<file path="config.mk">
export PLATFORM = sky130hd
export DESIGN_NAME = fetch_sequencer_flat
export DESIGN_NICKNAME = d
export VERILOG_FILES = /design/src/rtl/fetch_sequencer_pkg.sv /design/src/rtl/fetch_sequencer_if.sv /design/src/rtl/fetch_sequencer_wait_timer.sv /design/src/rtl/fetch_sequencer.sv /design/src/flat_wrapper.sv
export SDC_FILE = /design/constraint.sdc
export NUM_CORES = 1
export LEC_CHECK = 0
export BUFFER_PORTS_ARGS = -buffer_cell sky130_fd_sc_hd__buf_2
export CORE_ASPECT_RATIO = 0.7
export CORE_MARGIN = 8
export CORE_UTILIZATION = 44
export DETAILED_ROUTE_END_ITERATION = 10
export PLACE_DENSITY = 0.85
export SLEW_MARGIN = 5
export SYNTH_ARGS = -nofsm -noshare
export SYNTH_HDL_FRONTEND = slang
export SYNTH_HIERARCHICAL = 1
export SYNTH_SLANG_ARGS = --single-unit
export TNS_END_PERCENT = 30
</file>
<file path="constraint.sdc">
create_clock -name clk -period 2.1 [get_ports clk]
set_clock_uncertainty 0.1 [all_clocks]
set_input_delay 0 -clock clk [delete_from_list [all_inputs] [get_ports clk]]
set_output_delay 0 -clock clk [all_outputs]
set_load 0.02 [all_outputs]
</file>
<file path="src/rtl/fetch_sequencer_pkg.sv">
// Shared widths, fetch state encoding and address helpers for the fetch sequencer.
package fetch_sequencer_pkg;

    localparam int unsigned ADDR_W_DEF  = 32;
    localparam int unsigned DATA_W_DEF  = 32;
    localparam int unsigned FETCH_CNT_W = 16;
    localparam int unsigned TIMER_W     = 8;
    localparam int unsigned STATE_W     = 3;

    typedef enum logic [STATE_W-1:0] {
        ST_IDLE     = 3'd0,
        ST_ISSUE    = 3'd1,
        ST_WAIT_ACK = 3'd2,
        ST_HOLD     = 3'd3,
        ST_FAULT    = 3'd4
    } fetch_state_e;

    function automatic logic is_word_aligned(input logic [1:0] low_bits);
        return low_bits == 2'b00;
    endfunction

endpackage

</file>
<file path="src/rtl/fetch_sequencer_if.sv">
// Instruction-memory read channel plus the instruction handoff to decode.
interface fetch_sequencer_if import fetch_sequencer_pkg::*; #(
    parameter int unsigned ADDR_W = ADDR_W_DEF,
    parameter int unsigned DATA_W = DATA_W_DEF
);

    logic              imem_req;
    logic [ADDR_W-1:0] imem_addr;
    logic              imem_ack;
    logic [DATA_W-1:0] imem_rdata;
    logic [DATA_W-1:0] instr;
    logic              instr_valid;
    logic              instr_ready;

    modport master (
        output imem_req, imem_addr, instr, instr_valid,
        input  imem_ack, imem_rdata, instr_ready
    );

    modport slave (
        input  imem_req, imem_addr, instr, instr_valid,
        output imem_ack, imem_rdata, instr_ready
    );

endinterface

</file>
<file path="src/rtl/fetch_sequencer_wait_timer.sv">
// Counts consecutive cycles spent waiting on imem_ack; flags the last allowed cycle.
module fetch_sequencer_wait_timer import fetch_sequencer_pkg::*; #(
    parameter int unsigned TIMEOUT = 15
) (
    input  logic clk,
    input  logic reset,
    input  logic clear,
    input  logic enable,
    output logic expired_c
);

    logic [TIMER_W-1:0] count_q;

    always_ff @(posedge clk or negedge reset) begin
        if (!reset) begin
            count_q <= '0;
        end else if (clear) begin
            count_q <= '0;
        end else if (enable) begin
            count_q <= count_q + TIMER_W'(1);
        end
    end

    assign expired_c = enable && (count_q == TIMER_W'(TIMEOUT - 1));

endmodule

</file>
<file path="src/rtl/fetch_sequencer.sv">
// Fetch controller: issues one imem read per PC, buffers the word for decode, steps the PC.
module fetch_sequencer import fetch_sequencer_pkg::*; #(
    parameter int unsigned ADDR_W  = ADDR_W_DEF,
    parameter int unsigned DATA_W  = DATA_W_DEF,
    parameter int unsigned TIMEOUT = 15
) (
    input  logic                   clk,
    input  logic                   reset,
    input  logic [ADDR_W-1:0]      pc_addr,
    output logic                   pc_advance,
    input  logic                   redirect,
    input  logic                   stall,
    fetch_sequencer_if.master      bus,
    output logic [FETCH_CNT_W-1:0] fetch_count,
    output logic                   fault
);

    fetch_state_e            state_q, state_d;
    logic                    req_q, req_d;
    logic [ADDR_W-1:0]       addr_q, addr_d;
    logic [DATA_W-1:0]       instr_q, instr_d;
    logic                    valid_q, valid_d;
    logic                    adv_q, adv_d;
    logic [FETCH_CNT_W-1:0]  cnt_q, cnt_d;
    logic                    fault_q, fault_d;
    logic                    squash_q, squash_d;

    logic timer_clear, timer_enable, timer_expired;
    logic accept, aligned, drop_ack;

    assign accept       = valid_q && bus.instr_ready;
    assign aligned      = is_word_aligned(pc_addr[1:0]);
    // An ack is discarded if a redirect arrived earlier in the wait or lands with it.
    assign drop_ack     = squash_q || redirect;
    assign timer_clear  = (state_q != ST_WAIT_ACK);
    assign timer_enable = (state_q == ST_WAIT_ACK) && !bus.imem_ack;

    fetch_sequencer_wait_timer #(.TIMEOUT(TIMEOUT)) u_wait_timer (
        .clk       (clk),
        .reset     (reset),
        .clear     (timer_clear),
        .enable    (timer_enable),
        .expired_c (timer_expired)
    );

    always_ff @(posedge clk or negedge reset) begin
        if (!reset) begin
            state_q <= ST_IDLE;
        end else begin
            state_q <= state_d;
        end
    end

    always_comb begin
        state_d = state_q;
        case (state_q)
            ST_IDLE:     state_d = ST_ISSUE;
            ST_ISSUE: begin
                if (!stall) state_d = aligned ? ST_WAIT_ACK : ST_FAULT;
            end
            ST_WAIT_ACK: begin
                if (bus.imem_ack)       state_d = drop_ack ? ST_ISSUE : ST_HOLD;
                else if (timer_expired) state_d = ST_FAULT;
            end
            ST_HOLD: begin
                if (redirect || ((!valid_q || bus.instr_ready) && !stall)) state_d = ST_ISSUE;
            end
            ST_FAULT:    state_d = ST_FAULT;
            default:     state_d = ST_FAULT;
        endcase
    end

    // Next values of every registered output.
    always_comb begin
        req_d    = req_q;
        addr_d   = addr_q;
        instr_d  = instr_q;
        valid_d  = valid_q;
        adv_d    = 1'b0;
        cnt_d    = cnt_q;
        fault_d  = fault_q;
        squash_d = squash_q;
        case (state_q)
            ST_ISSUE: begin
                req_d = 1'b0;
                if (!stall) begin
                    if (!aligned) begin
                        fault_d = 1'b1;
                    end else begin
                        req_d  = 1'b1;
                        addr_d = pc_addr;
                    end
                end
            end
            ST_WAIT_ACK: begin
                if (bus.imem_ack) begin
                    req_d = 1'b0;
                    if (drop_ack) begin
                        squash_d = 1'b0;
                    end else begin
                        instr_d = bus.imem_rdata;
                        valid_d = 1'b1;
                        adv_d   = 1'b1;
                    end
                end else begin
                    if (redirect) squash_d = 1'b1;
                    if (timer_expired) begin
                        fault_d = 1'b1;
                        req_d   = 1'b0;
                    end
                end
            end
            ST_HOLD: begin
                if (accept) begin
                    cnt_d   = cnt_q + FETCH_CNT_W'(1);
                    valid_d = 1'b0;
                end
                if (redirect) valid_d = 1'b0;
            end
            ST_FAULT: begin
                fault_d = 1'b1;
                req_d   = 1'b0;
                valid_d = 1'b0;
            end
            default: ;
        endcase
    end

    always_ff @(posedge clk or negedge reset) begin
        if (!reset) begin
            req_q    <= 1'b0;
            addr_q   <= '0;
            instr_q  <= '0;
            valid_q  <= 1'b0;
            adv_q    <= 1'b0;
            cnt_q    <= '0;
            fault_q  <= 1'b0;
            squash_q <= 1'b0;
        end else begin
            req_q    <= req_d;
            addr_q   <= addr_d;
            instr_q  <= instr_d;
            valid_q  <= valid_d;
            adv_q    <= adv_d;
            cnt_q    <= cnt_d;
            fault_q  <= fault_d;
            squash_q <= squash_d;
        end
    end

    assign bus.imem_req    = req_q;
    assign bus.imem_addr   = addr_q;
    assign bus.instr       = instr_q;
    assign bus.instr_valid = valid_q;
    assign pc_advance      = adv_q;
    assign fetch_count     = cnt_q;
    assign fault           = fault_q;

endmodule

</file>
<file path="src/flat_wrapper.sv">
// flat-port wrapper written by rule: the top's interface ports become plain ports
module fetch_sequencer_flat import fetch_sequencer_pkg::*;
#(
    parameter int unsigned ADDR_W  = ADDR_W_DEF,
    parameter int unsigned DATA_W  = DATA_W_DEF,
    parameter int unsigned TIMEOUT = 15
)
  (clk, reset, pc_addr, pc_advance, redirect, stall, fetch_count, fault, bus_imem_req, bus_imem_addr, bus_instr, bus_instr_valid, bus_imem_ack, bus_imem_rdata, bus_instr_ready);
  fetch_sequencer_if #(.ADDR_W(ADDR_W), .DATA_W(DATA_W)) bus_i ();
  input  logic clk;
  input  logic reset;
  input  logic [ADDR_W-1:0] pc_addr;
  output logic pc_advance;
  input  logic redirect;
  input  logic stall;
  output logic [FETCH_CNT_W-1:0] fetch_count;
  output logic fault;
  output wire logic [$bits(bus_i.imem_req)-1:0] bus_imem_req;
  output wire logic [$bits(bus_i.imem_addr)-1:0] bus_imem_addr;
  output wire logic [$bits(bus_i.instr)-1:0] bus_instr;
  output wire logic [$bits(bus_i.instr_valid)-1:0] bus_instr_valid;
  input wire logic [$bits(bus_i.imem_ack)-1:0] bus_imem_ack;
  input wire logic [$bits(bus_i.imem_rdata)-1:0] bus_imem_rdata;
  input wire logic [$bits(bus_i.instr_ready)-1:0] bus_instr_ready;
  assign bus_imem_req = bus_i.imem_req;
  assign bus_imem_addr = bus_i.imem_addr;
  assign bus_instr = bus_i.instr;
  assign bus_instr_valid = bus_i.instr_valid;
  assign bus_i.imem_ack = bus_imem_ack;
  assign bus_i.imem_rdata = bus_imem_rdata;
  assign bus_i.instr_ready = bus_instr_ready;
  fetch_sequencer #(.ADDR_W(ADDR_W), .DATA_W(DATA_W), .TIMEOUT(TIMEOUT)) u_core (.clk(clk), .reset(reset), .pc_addr(pc_addr), .pc_advance(pc_advance), .redirect(redirect), .stall(stall), .bus(bus_i), .fetch_count(fetch_count), .fault(fault));
endmodule
</file>
After elaboration in Yosys (flattened, before gate mapping)
Index checks and enable logic that the tools add are counted.
W data, S select, Z words.
{"block": "word_totals", "inputBits": 70, "out_inout_bits": 84, "register_bits": 96}
{"block": "classes", "n_mux": 30, "n_eq_ne": 16, "n_reduce_logical": 24, "bitwise_logic": 2, "add_sub_neg": 2}
{"cell": "$mux W1", "n": 18}
{"cell": "$add A16 B1 Y16 const B", "n": 1}
{"cell": "$mux W8", "n": 2}
{"cell": "$mux W3", "n": 5}
{"cell": "$pmux W3 S4", "n": 1}
{"cell": "$reduce_and A3 Y1", "n": 4}
{"cell": "$ne A2 B2 Y1 const B", "n": 5}
{"cell": "$ne A3 B2 Y1 const B", "n": 3}
{"cell": "$pmux W1 S3", "n": 3}
{"cell": "$add A8 B1 Y8 const B", "n": 1}
{"cell": "$eq A8 B4 Y1 const B", "n": 1}
{"cell": "$eq A3 B2 Y1 const B", "n": 2}
{"cell": "$ne A2 B1 Y1 const B", "n": 3}
{"cell": "$reduce_bool A3 Y1", "n": 2}
{"cell": "$reduce_and A5 Y1", "n": 1}
{"cell": "$logic_and A1 B1 Y1", "n": 4}
{"cell": "$reduce_and A2 Y1", "n": 2}
{"cell": "$reduce_and A4 Y1", "n": 1}
{"cell": "$reduce_bool A2 Y1", "n": 2}
{"cell": "$eq A3 B1 Y1 const B", "n": 1}
{"cell": "$eq A3 B3 Y1 const B", "n": 1}
{"cell": "$logic_not A1 Y1", "n": 3}
{"cell": "$logic_not A3 Y1", "n": 1}
{"cell": "$logic_or A1 B1 Y1", "n": 3}
{"cell": "3 further kinds", "n": 4}

Longest topological paths before layout
{"block": "depth", "depth_word": 6, "depth_mapped": 10, "ltp_nobuf": 8}

Cells and area by module
Netlist, hierarchy kept.
{"mod": "fetch_sequencer", "cells_per_inst": 244, "instances": 1, "area_each_um2": 3569.7}
{"mod": "fetch_sequencer_wait_timer", "cells_per_inst": 41, "instances": 1, "area_each_um2": 410.4}

Worst setup path after synthesis
OpenSTA, ideal clock, no wires.
{"block": "synth_timing", "path_type": "register -> register", "startpoint": "register u_core.state_q[0]", "endpoint": "register u_core.req_q, in the netlist u_core/bus.imem_req", "arrival_time_ns": 1.921, "setup_time_ns": 0.121, "slack_ns": -0.042, "n_path_buf": 2, "path_stages_with_launch": 11, "cell_sequence": "dfrtp_1 > buf_6 > nor3b_2 > inv_1 > nor2_1 > buf_4 > nand3_1 > nor3_1 > o21ai_0 > a31o_2 > a22o_1"}
{"block": "synth_between", "elab_chain_len": 5, "word_cells_on_any_way": 9}
{"element": "start: declaration", "line_no": "fetch_sequencer.sv:18", "rtl": "fetch_state_e state_q, state_d;"}
{"element": "start signal: assignment", "line_no": "fetch_sequencer.sv:50", "rtl": "state_q <= state_d;"}
{"element": "$eq A3 B2 Y1", "line_no": "fetch_sequencer.sv:36", "rtl": "assign timer_enable = (state_q == ST_WAIT_ACK) && !bus.imem_ack;"}
{"element": "$logic_and A1 B1 Y1", "line_no": "fetch_sequencer.sv:36"}
{"element": "named net u_core.timer_enable", "line_no": "fetch_sequencer.sv:28", "rtl": "logic timer_clear, timer_enable, timer_expired;"}
{"element": "$logic_and A1 B1 Y1", "line_no": "fetch_sequencer_wait_timer.sv:24", "rtl": "assign expired_c = enable && (count_q == TIMER_W'(TIMEOUT - 1));"}
{"element": "named net u_core.timer_expired", "line_no": "fetch_sequencer.sv:28"}
{"element": "$ne A3 B2 Y1 (no line)"}
{"element": "$reduce_and A2 Y1 (no line)"}
{"element": "end signal: assignment", "line_no": "fetch_sequencer.sv:140", "rtl": "req_q <= req_d;"}
{"element": "end: declaration", "line_no": "fetch_sequencer.sv:19", "rtl": "logic req_q, req_d;"}
The timed path passes the listed nets, and every way through them passes these cells.
A chain may end at the register's enable or synchronous reset.

Final worst setup path
{"block": "layout_timing", "startpoint": "register u_core.u_wait_timer.count_q[1]", "endpoint": "register u_core.req_q, in the netlist u_core/bus.imem_req"}
{"block": "layout_between", "elab_chain_len": 4}
{"element": "start: declaration", "line_no": "fetch_sequencer_wait_timer.sv:12", "rtl": "logic [TIMER_W-1:0] count_q;"}
{"element": "start signal: assignment", "line_no": "fetch_sequencer_wait_timer.sv:20", "rtl": "count_q <= count_q + TIMER_W'(1);"}
{"element": "$eq A8 B4 Y1", "line_no": "fetch_sequencer_wait_timer.sv:24"}
{"element": "$logic_and A1 B1 Y1", "line_no": "fetch_sequencer_wait_timer.sv:24"}
{"element": "named net u_core.timer_expired", "line_no": "fetch_sequencer.sv:28"}
{"element": "$ne A3 B2 Y1 (no line)"}
{"element": "$reduce_and A2 Y1 (no line)"}
The timed path passes the listed nets, and every way through them passes these cells.

==> impl_metrics.py <==
metrics = {
    "cts": {
        "clk_pin_slew_worst_paths_ns": 0.06,
        "cts_tree": "yes",
        "clock_tree.buffer_depth": 2,
        "clock-sinks": 96,
        "numCtsBuffers": 9,
        "cts.htree.levels": 3,
        "cts-resized-gates": 0,
        "insertion_delay_ns": 0.33,
        "root_buffer": "clkbuf_16",
        "post_cts_buffers": 0,
    },
    "sta": {
        "maxSlewViolCount": 0,
        "finalHoldViolations": 0,
        "finalSetupViolCount": 0,
        "relSlewSlack_pct": 59.66,
        "timing.fmax_mhz": 493.4,
        "fin_crit_ns": 2.027,
        "rsz0062_at_grt": "false",
        "finalCritPeriodShare_pct": 96.51,
        "finalSetupTns_ns": 0,
        "worst-slew-pin-transition_ns": 0.6051,
        "holdWs_ns": 0.03540,
        "fin_ws_ns": 0.07337,
    },
    "cells_and_area": {
        "area_delta_synth_final_pct": 49.51,
        "drive_gt1_share_pct": 48.56,
        "nets": 590,
        "instances_no_fill": 646,
    },
    "global_routing": {
        "track_usage_pct": 17.85,
        "grt_pass1_wl_um": 17140,
        "grt_max_degree": 50,
        "grt.overflow.total": 0,
        "antenna_found_initial": 0,
        "grt_pass1_vias": 3341,
    },
    "critical_path": {
        "path_max_fanout": 6,
        "start_kind": "flop",
        "worstPathRequired_ns": 2.22,
        "crit_path_end_kind": "flop",
        "worst-setup-path-type": "reg -> reg",
        "arrival_ns": 2.15,
    },
    "drt": {
        "ant_nets": 0,
        "postRouteWirelength_um": 10760,
        "viasPerCell": 4.842,
        "drt_iter0_markers": 174,
        "vias": 3128,
        "dr.pass1.iters": 4,
        "drc": 0,
        "routedWlPerCell_um": 16.65,
    },
    "synth": {
        "synth_top_area_share_pct": 60.36,
        "syn_inst": 285,
        "synth.avg_cell_area_sq_um": 13.97,
        "ys.warnings.count": 6,
        "yosys_most_used_dff": "dfrtp_1",
        "synth_edf_count": 0,
        "ys_types": 46,
        "synth_seq_area_share_pct": 60.36,
        "synth_top_cells_by_area": "dfrtp_1 60%, mux2_2 18%, xor2_1 2.4%",
        "syn_nets": 358,
        "synthArstFlopShare_pct": 100.0,
        "ys_seq_elements": 96,
        "synthesis.area_sq_um": 3980,
        "yosys.area.top_type": "dfrtp_1",
    },
    "pwr": {
        "leakage_nw": 3.229,
        "p_per_area_nw_per_um2": 771.4,
        "ir_drop_mv": 0.7499,
    },
    "floorplan": {
        "die_h_um": 95.58,
        "start_util_pct": 44.59,
        "num_io_pins": 154,
        "dieWidth_um": 129.7,
        "fp.coreArea_sq_um": 8926,
        "die_area_sq_um": 12390,
        "rows": 29,
    },
    "placed_design": {
        "io_buffers": 153,
        "pre_cts_ws_ns": 0.1065,
        "dp.cells": 561,
        "gp_congestion": 0.7885,
        "hpwl_um": 7193,
    },
    "run": {
        "maxCapViolations": 0,
    },
    "min_path": {
        "hold_path_class": "in -> reg",
    },
    "outcome": {
        "status": "finished clean",
    },
}
[layer usage]
metal | routed length, um | up-vias | GRT usage (%) | share of wire [%]
met1 | 4160 | 1529 | 19.75 | 39
met4 | 158 | 0 | 6.641 | 1.5
met3 | 1088 | 14 | 7.039 | 10
li1 | - | 1465 | - | -
met2 | 5353 | 120 | 30.84 | 50
met5 | 0 | - | 0 | 0
[sequential cells by signal, summed over array words and instances (netlist names)]
signal	cells
u_core/bus.imem_req	1
u_core/pc_advance	1
u_core/state_q	3
u_core/squash_q	1
u_core/bus.imem_addr	32
u_core/fetch_count	16
u_core/bus.instr_valid	1
u_core/fault	1
u_core/u_wait_timer/count_q	8
u_core/bus.instr	32
[through the flow]
stage / instance area, sq um / total power [mW] / util (%)
2_1_floorplan: 3985 / 2.526 / -
3_3_place_gp: 4950 / 2.820 / 55.45
3_5_place_dp: 4950 / 2.858 / 55.45
4_1_cts: 5948 / 4.647 / 66.64
5_1_grt: 5948 / 4.780 / 66.64
6_report: 5951 / 4.591 / 66.67
[synth_stat cells, types with 2 or more instances]
cell type	number
a21oi_1	7
ha_1	3
xnor2_1	8
nand2_1	7
nor3_1	4
dfrtp_1	96
a21boi_0	2
nand4_1	6
nor2_1	14
and2_1	2
and3_1	2
mux2_2	63
a211oi_1	2
buf_2	7
or3_1	3
nor3b_1	3
o21ai_0	6
xor2_1	11
o31ai_1	2
inv_1	5
nor2b_1	2
nand3_1	6
[area by class of cell]
cell class	count	area [sq um]
Antenna cell	1	2.502
Clock buffer	13	270.3
Clock inverter	2	37.54
Fill cell	665	2975
Inverter	5	18.77
Multi-Input combinational cell	173	1493
Sequential cell	96	2402
Tap cell	124	155.1
Timing Repair Buffer	232	1572
[repair_timing]
| item | 4_1_cts | 5_1_grt |
|---|---|---|
| endpoints found under the hold margin | 113 | 0 |
| endpoints found under the setup margin | 0 | 0 |
| hold buffers | 69 | 0 |
[logic make-up (layout without fill, tap and decap cells)]
group,Yosys count,count (layout),synth area share [%]
buffers and inverters,16,252,2.263
flip-flops,96,96,60.36
AND/OR/NAND/NOR,64,64,10.53
XOR/XNOR,19,19,4.181
other,0,1,0
adder cells (fa/ha/maj),3,3,0.9432
AO/OA/AOI/OAI,23,23,3.615
multiplexers,64,64,18.11
[critical path, cell delays in order (launching register included)]
cell and delay, ns:
dfrtp_1 0.43, ha_1 0.18, or4b_1 0.45, nor3_2 0.21, o21ai_0 0.12, a31o_2 0.25
a22o_1 0.18
[worst paths after layout]
kind	startpoint	end	slack, ns	depth (start not counted)
hold / removal	bus_instr_ready	u_core/bus.instr_valid$_DFFE_PN0P_	0.04	4
max in group asynchronous	reset	u_core/bus.instr[12]$_DFFE_PN0P_	1.11	3
hold reg to reg	u_core/fault$_DFFE_PN0P_	u_core/fault$_DFFE_PN0P_	0.38	1
setup reg to reg	u_core/u_wait_timer/count_q[1]$_DFFE_PN0P_	u_core/bus.imem_req$_DFFE_PN0P_	0.07	6
setup / recovery	u_core/u_wait_timer/count_q[1]$_DFFE_PN0P_	u_core/bus.imem_req$_DFFE_PN0P_	0.07	6
min in group asynchronous	reset	u_core/bus.imem_addr[0]$_DFFE_PN0P_	0.12	2
[power by group]
group / internal (mW) / switching (mW) / total, mW
clock network: 1.01 / 0.644 / 1.66
logic: 0.384 / 0.442 / 0.827
registers: 2.02 / 0.0903 / 2.11
[cells in the final DEF (no fill, tap or decap), types with 5 or more instances in the layout]
cell type,Yosys,layout
a21oi_1,7,7
buf_2,7,152
buf_4,1,8
clkbuf_16,0,9
dfrtp_1,96,96
dlygate4sd3_1,0,69
inv_1,5,5
mux2_2,63,63
nand2_1,7,7
nand3_1,6,6
nand4_1,6,6
nor2_1,14,14
o21ai_0,6,6
xnor2_1,8,8
xor2_1,11,11
Power figures use the tool's default switching activity.
